[src/rtl/mem_port_arbiter_if.sv]
// Bus bundle between the fetch/data requesters, the shared RAM and mem_port_arbiter.
// The slave modport is the arbiter's view; master is the environment's view.
interface mem_port_arbiter_if #(
    parameter int unsigned ADDR_W = 12,
    parameter int unsigned DATA_W = 16
);
    logic              InstrRead;
    logic [15:0]       InstrAddr;
    logic              InstrWaitreq;
    logic              InstrValid;
    logic [DATA_W-1:0] InstrRdData;

    logic              ReadData;
    logic              WriteData;
    logic [15:0]       DataAddr;
    logic [DATA_W-1:0] DataOut;
    logic              DataWaitreq;
    logic              DataValid;
    logic [DATA_W-1:0] DataRdData;

    logic [ADDR_W-1:0] MemAddr;
    logic [DATA_W-1:0] MemWrData;
    logic              MemWren;
    logic [DATA_W-1:0] MemQ;

    modport slave (
        input  InstrRead, InstrAddr, ReadData, WriteData, DataAddr, DataOut, MemQ,
        output InstrWaitreq, InstrValid, InstrRdData, DataWaitreq, DataValid, DataRdData,
        output MemAddr, MemWrData, MemWren
    );

    modport master (
        output InstrRead, InstrAddr, ReadData, WriteData, DataAddr, DataOut, MemQ,
        input  InstrWaitreq, InstrValid, InstrRdData, DataWaitreq, DataValid, DataRdData,
        input  MemAddr, MemWrData, MemWren
    );
endinterface

[src/rtl/mem_port_arbiter.sv]
// Shares one single-port synchronous RAM between instruction fetch and data ports.
// Data wins by default; a saturating starvation counter periodically forces a fetch through.
module mem_port_arbiter #(
    parameter int unsigned ADDR_W       = 12,
    parameter int unsigned DATA_W       = 16,
    parameter int unsigned MEM_LATENCY  = 1,
    parameter int unsigned STARVE_LIMIT = 4
) (
    input  logic              Clock,
    input  logic              Reset,
    mem_port_arbiter_if.slave bus
);
    localparam int unsigned CNT_W = (STARVE_LIMIT > 0) ? $clog2(STARVE_LIMIT + 1) : 1;
    localparam logic [CNT_W-1:0] CNT_MAX = CNT_W'(STARVE_LIMIT);
    localparam int unsigned TAG_I = 1;
    localparam int unsigned TAG_D = 0;

    logic [CNT_W-1:0]             r_starve_cnt;
    logic [ADDR_W-1:0]            r_mem_addr;
    logic [MEM_LATENCY-1:0][1:0]  r_tag;

    logic              w_dreq;
    logic              w_force;
    logic              w_grant_i;
    logic              w_grant_d;
    logic [ADDR_W-1:0] w_mem_addr;
    logic [1:0]        w_tag_in;

    // Reset suppresses both grants so every asserted request sees a wait-request.
    always_comb begin
        w_dreq    = bus.ReadData | bus.WriteData;
        w_force   = (STARVE_LIMIT != 0) && (r_starve_cnt == CNT_MAX);
        w_grant_i = 1'b0;
        w_grant_d = 1'b0;
        if (!Reset) begin
            if (bus.InstrRead && (!w_dreq || w_force)) begin
                w_grant_i = 1'b1;
            end else if (w_dreq) begin
                w_grant_d = 1'b1;
            end
        end
    end

    always_comb begin
        w_mem_addr = r_mem_addr;
        if (w_grant_i) begin
            w_mem_addr = bus.InstrAddr[ADDR_W-1:0];
        end else if (w_grant_d) begin
            w_mem_addr = bus.DataAddr[ADDR_W-1:0];
        end
        w_tag_in        = 2'b00;
        w_tag_in[TAG_I] = w_grant_i;
        w_tag_in[TAG_D] = w_grant_d & ~bus.WriteData;
    end

    always_ff @(posedge Clock) begin
        if (Reset) begin
            r_starve_cnt <= '0;
            r_mem_addr   <= '0;
            r_tag        <= '0;
        end else begin
            if (w_grant_i || !bus.InstrRead) begin
                r_starve_cnt <= '0;
            end else if (w_grant_d && (r_starve_cnt != CNT_MAX)) begin
                r_starve_cnt <= r_starve_cnt + 1'b1;
            end
            r_mem_addr <= w_mem_addr;
            r_tag[0]   <= w_tag_in;
            for (int unsigned k = 1; k < MEM_LATENCY; k++) begin
                r_tag[k] <= r_tag[k-1];
            end
        end
    end

    assign bus.InstrWaitreq = bus.InstrRead & ~w_grant_i;
    assign bus.DataWaitreq  = w_dreq & ~w_grant_d;
    assign bus.MemAddr      = w_mem_addr;
    assign bus.MemWrData    = bus.DataOut;
    assign bus.MemWren      = w_grant_d & bus.WriteData;
    assign bus.InstrValid   = r_tag[MEM_LATENCY-1][TAG_I];
    assign bus.DataValid    = r_tag[MEM_LATENCY-1][TAG_D];
    assign bus.InstrRdData  = bus.MemQ;
    assign bus.DataRdData   = bus.MemQ;
endmodule

[src/flat_wrapper.sv]
// flat-port wrapper written by rule: the top's interface ports become plain ports
module mem_port_arbiter_flat 
#(
    parameter int unsigned ADDR_W       = 12,
    parameter int unsigned DATA_W       = 16,
    parameter int unsigned MEM_LATENCY  = 1,
    parameter int unsigned STARVE_LIMIT = 4
)
  (Clock, Reset, bus_InstrRead, bus_InstrAddr, bus_ReadData, bus_WriteData, bus_DataAddr, bus_DataOut, bus_MemQ, bus_InstrWaitreq, bus_InstrValid, bus_InstrRdData, bus_DataWaitreq, bus_DataValid, bus_DataRdData, bus_MemAddr, bus_MemWrData, bus_MemWren);
  mem_port_arbiter_if #(.ADDR_W(ADDR_W), .DATA_W(DATA_W)) bus_i ();
  input  logic Clock;
  input  logic Reset;
  input wire logic [$bits(bus_i.InstrRead)-1:0] bus_InstrRead;
  input wire logic [$bits(bus_i.InstrAddr)-1:0] bus_InstrAddr;
  input wire logic [$bits(bus_i.ReadData)-1:0] bus_ReadData;
  input wire logic [$bits(bus_i.WriteData)-1:0] bus_WriteData;
  input wire logic [$bits(bus_i.DataAddr)-1:0] bus_DataAddr;
  input wire logic [$bits(bus_i.DataOut)-1:0] bus_DataOut;
  input wire logic [$bits(bus_i.MemQ)-1:0] bus_MemQ;
  output wire logic [$bits(bus_i.InstrWaitreq)-1:0] bus_InstrWaitreq;
  output wire logic [$bits(bus_i.InstrValid)-1:0] bus_InstrValid;
  output wire logic [$bits(bus_i.InstrRdData)-1:0] bus_InstrRdData;
  output wire logic [$bits(bus_i.DataWaitreq)-1:0] bus_DataWaitreq;
  output wire logic [$bits(bus_i.DataValid)-1:0] bus_DataValid;
  output wire logic [$bits(bus_i.DataRdData)-1:0] bus_DataRdData;
  output wire logic [$bits(bus_i.MemAddr)-1:0] bus_MemAddr;
  output wire logic [$bits(bus_i.MemWrData)-1:0] bus_MemWrData;
  output wire logic [$bits(bus_i.MemWren)-1:0] bus_MemWren;
  assign bus_i.InstrRead = bus_InstrRead;
  assign bus_i.InstrAddr = bus_InstrAddr;
  assign bus_i.ReadData = bus_ReadData;
  assign bus_i.WriteData = bus_WriteData;
  assign bus_i.DataAddr = bus_DataAddr;
  assign bus_i.DataOut = bus_DataOut;
  assign bus_i.MemQ = bus_MemQ;
  assign bus_InstrWaitreq = bus_i.InstrWaitreq;
  assign bus_InstrValid = bus_i.InstrValid;
  assign bus_InstrRdData = bus_i.InstrRdData;
  assign bus_DataWaitreq = bus_i.DataWaitreq;
  assign bus_DataValid = bus_i.DataValid;
  assign bus_DataRdData = bus_i.DataRdData;
  assign bus_MemAddr = bus_i.MemAddr;
  assign bus_MemWrData = bus_i.MemWrData;
  assign bus_MemWren = bus_i.MemWren;
  mem_port_arbiter #(.ADDR_W(ADDR_W), .DATA_W(DATA_W), .MEM_LATENCY(MEM_LATENCY), .STARVE_LIMIT(STARVE_LIMIT)) u_core (.Clock(Clock), .Reset(Reset), .bus(bus_i));
endmodule
[config.mk]
export PLATFORM = sky130hd
export DESIGN_NAME = mem_port_arbiter_flat
export DESIGN_NICKNAME = d
export VERILOG_FILES = /design/src/rtl/mem_port_arbiter_if.sv /design/src/rtl/mem_port_arbiter.sv /design/src/flat_wrapper.sv
export SDC_FILE = /design/constraint.sdc
export NUM_CORES = 1
export LEC_CHECK = 0
export CORE_ASPECT_RATIO = 0.6
export CORE_MARGIN = 4
export CORE_UTILIZATION = 30
export CTS_CLUSTER_DIAMETER = 30
export CTS_CLUSTER_SIZE = 40
export DETAILED_ROUTE_END_ITERATION = 7
export GPL_TIMING_DRIVEN = 0
export PLACE_DENSITY = 0.91
export REMOVE_ABC_BUFFERS = 1
export SLEW_MARGIN = 20
export SYNTH_ARGS = -nofsm -noshare
export SYNTH_HDL_FRONTEND = slang
export SYNTH_SLANG_ARGS = --single-unit
[constraint.sdc]
create_clock -name Clock -period 2.1 [get_ports Clock]
set_clock_uncertainty 0.2 [all_clocks]
set_input_delay 0.315 -clock Clock [delete_from_list [all_inputs] [get_ports Clock]]
set_output_delay 0.315 -clock Clock [all_outputs]
set_load 0.005 [all_outputs]
==> results.sh <==
export IMPL_num_antenna_cells=0
export IMPL_cts_buffers=3
export IMPL_p_comb_share_pct=34.5
export IMPL_power_switching_w=0.000265
export IMPL_cts_root_buffer="clkbuf_8"
export IMPL_worstHoldPathCells=2
export IMPL_hold_end="u_core.r_tag[0]$_SDFF_PP0_"
export IMPL_drtIter0Drc=57
export IMPL_place_ws_ns=-1.65
export IMPL_power_internal_w=0.000666
export IMPL_dr_pass1_iters=4
export IMPL_yosys_warnings=0
export IMPL_drive_gt1_share_pct=47.5
export IMPL_critPathArrivalTime_ns=1.62
export IMPL_leakage_nw=0.746
export IMPL_pwr_share_clk_pct=26.5
export IMPL_clkSlewWorstSetupHoldPaths_ns=0.07
export IMPL_cts_tree="yes"
export IMPL_drv_slew=0
export IMPL_postRouteAntennaNets=0
export IMPL_final_hold_violation_count=0
export IMPL_ys_ff_latch=17
export IMPL_grt_pass1_vias=1276
export IMPL_rrSetupSlack_ns=0.20
export IMPL_clock_latency_ns=0.25
export IMPL_violations="negative setup slack"
export IMPL_cp_slowest_cell="dfxtp_2"
export IMPL_hp_class="primary input to register"
export IMPL_seq_power_share_pct=39.0
export IMPL_cts_buffer_depth=2
export IMPL_syn_area_per_cell_um2=8.55
export IMPL_cp_startpoint="u_core.r_starve_cnt[0]$_SDFFE_PP0P_"
export IMPL_layout_commonest_cell="clkdlybuf4s50_1"
export IMPL_num_vias=1239
export IMPL_worst_r2r_cell_count=7
export IMPL_layout_common_cells="clkdlybuf4s50_1, o21ai_1, buf_4"
export IMPL_rsz0062_at_grt="yes"
export IMPL_yosys_area_top_type="buf_4"
export IMPL_criticalPathCategory="register to primary output"
export IMPL_layout_min_cycle_time_ns=2.14
export IMPL_grt_overflow=0
export IMPL_fin_crit_sh_pct=102
export IMPL_final_nets=253
export IMPL_cap_violations=0
export IMPL_via_per_inst=5.14
export IMPL_cts_max_level=1
export IMPL_fillCellCount=424
export IMPL_pin_count=134
export IMPL_dieArea_mm2=0.00571
export IMPL_p_sw_share_pct=28.5
export IMPL_grt_pass1_wl_um=8640
export IMPL_whs_ns=0.197
export IMPL_vdd_drop_max_uv=209
export IMPL_cpPeakStageDelay_ns=0.34
export IMPL_end_kind="primary output"
export IMPL_crit_family="compound AO/OA/AOI/OAI gates"
export IMPL_fmax_mhz=467
export IMPL_critPathMaxFanout=5
export IMPL_syn_area_mm2=0.00136
export IMPL_hold_start="bus_WriteData"
export IMPL_yosysSeqAreaShare_pct=25.0
export IMPL_post_drt_wl_per_cell_um=25.0
export IMPL_syn_inst=159
export IMPL_power_w=0.000932
export IMPL_antenna_found_initial=0
export IMPL_syn2layout_area_growth_pct=44.3
export IMPL_numClockSinks=17
export IMPL_worst_pin_slew_ns=0.466
export IMPL_initial_core_util_pct=32.1
export IMPL_synth_top_cell_area_share_pct=27.6
export IMPL_outcome="complete, but fails checks"
export IMPL_finalSetupViolCount=8
export IMPL_portBuffers=45
export IMPL_drc_errors=0
export IMPL_grt_max_degree=19
export IMPL_crit_path_start_kind="register"
export IMPL_reg2reg_from="u_core.r_starve_cnt[0]$_SDFFE_PP0P_"
export IMPL_hpwlAfterDp_um=3830
export IMPL_worstReg2RegEnd="u_core.r_mem_addr[0]$_SDFF_PP0_"
export IMPL_core_mm2=0.00423
export IMPL_relSlewSlack_pct=68.9
export IMPL_die_h_um=60.2
export IMPL_grt_usage_pct=21.9
export IMPL_ys_top_cells_by_area="buf_4, dfxtp_1, o32ai_2"
export IMPL_gp_congestion=0.637
export IMPL_setup_ws_ns=-0.0399
export IMPL_synth_distinct_cells=28
export IMPL_path_buf_inv=3
export IMPL_cts_hold_fix_buffers=0
export IMPL_power_density_mw_per_mm2=475
export IMPL_die_x_um=94.9
export IMPL_drt_wl_total_um=6020
export IMPL_core_rowCount=18
export IMPL_worstPathCellList="inv_2, ha_4, and3_4, buf_6, o32ai_4, o21ai_1, buf_2"
export IMPL_required_ns=1.58
[synthesized netlist by cell type]
cell type / number
clkbuf_2: 1
nor4_1: 1
buf_4: 50
inv_1: 3
and2_1: 2
o32ai_4: 1
nor2_2: 1
o32ai_1: 4
nand3_1: 13
nor2_1: 5
o32ai_2: 7
ha_1: 2
buf_12: 1
nand2_1: 2
dfxtp_1: 17
or2_2: 12
and3_1: 1
nor2b_1: 2
buf_2: 2
o2bb2ai_2: 1
clkbuf_1: 2
a21o_1: 1
o21ai_0: 5
o21ai_1: 19
nor3_1: 1
mux2i_1: 1
o21ba_2: 1
buf_6: 1
[stage by stage]
stage / utilization [%] / instance area, µm² / cells / setup TNS [ns]
6_report: 46.3 / 1960 / 241 / -0.126
5_1_grt: 46.3 / 1960 / 241 / -0.890
4_1_cts: 45.7 / 1940 / 239 / -0.254
3_5_place_dp: 34.4 / 1460 / 207 / -28.90
3_3_place_gp: 34.4 / 1460 / 207 / -27.15
2_1_floorplan: - / 931 / 102 / 0
[worst max path at each step]
stage	end	slack [ns]	cells past startpoint
2_1_floorplan	bus_MemAddr[11]	0.12	5
3_3_place_gp	bus_MemAddr[0]	-1.59	5
3_5_place_dp	bus_MemAddr[0]	-1.65	5
4_1_cts	bus_MemAddr[4]	-0.11	8
5_1_grt	bus_MemAddr[4]	-0.11	7
6_report	bus_MemAddr[4]	-0.04	7
[power by group through the flow]
stage	clock network [W]	logic, W	registers, W
floorplan	0	0.000104	0.000361
global placement	0	0.000246	0.000362
detailed placement	0	0.000250	0.000363
CTS	0.000258	0.000311	0.000363
global route	0.000280	0.000347	0.000366
finish	0.000247	0.000322	0.000364
[what timing repair did]
| action | 4_1_cts | 5_1_grt |
|---|---|---|
| pin swaps | 30 | 15 |
| buffers inserted | 25 | 4 |
| resized for setup | 102 | 7 |
| setup endpoints to repair | 28 | 14 |
| gates cloned | 3 | 0 |
| hold endpoints to repair | 0 | 0 |
[sequential cells by signal, indices dropped and copies added, names as in the netlist]
name,count
u_core.r_mem_addr,12
u_core.r_starve_cnt,3
u_core.r_tag,2
[routing by layer]
layer | vias to the layer above | GRT usage, % | share of wire [%]
met3 | 4 | 18.4 | 17
met5 | - | 12.0 | 1.0
met4 | 2 | 2.87 | 0.66
li1 | 553 | - | -
met1 | 576 | 28.3 | 44
met2 | 104 | 26.4 | 37
[logic make-up (layout without fill, tap and decap cells)]
logic type	count (synthesis)	in the layout	synth area share [%]
buffers and inverters	60	79	32.4
AO/OA/AOI/OAI	39	40	24.2
AND/OR/NAND/NOR	40	42	15.8
multiplexers	1	1	0.736
adder cells (fa/ha/maj)	2	2	1.84
flip-flops	17	17	25.0
[area by class of cell]
cell class | instances | area, µm² | share of cell area, %
timing repair buffer | 72 | 649 | 33.1
sequential | 17 | 343 | 17.5
tap | 60 | 75.1 | 3.83
inverter | 3 | 11.3 | 0.574
multi-input combinational | 85 | 838 | 42.7
clock buffer | 4 | 45.0 | 2.30
[worst register-to-register path, cell delays in order, from the launching register on]
cell and delay (ns):
dfxtp_2 0.33, inv_2 0.07, ha_4 0.16, o2bb2ai_4 0.17
buf_6 0.14, buf_6 0.13, a21o_1 0.42, o21ai_0 0.15
Power figures use the tool's default switching activity.
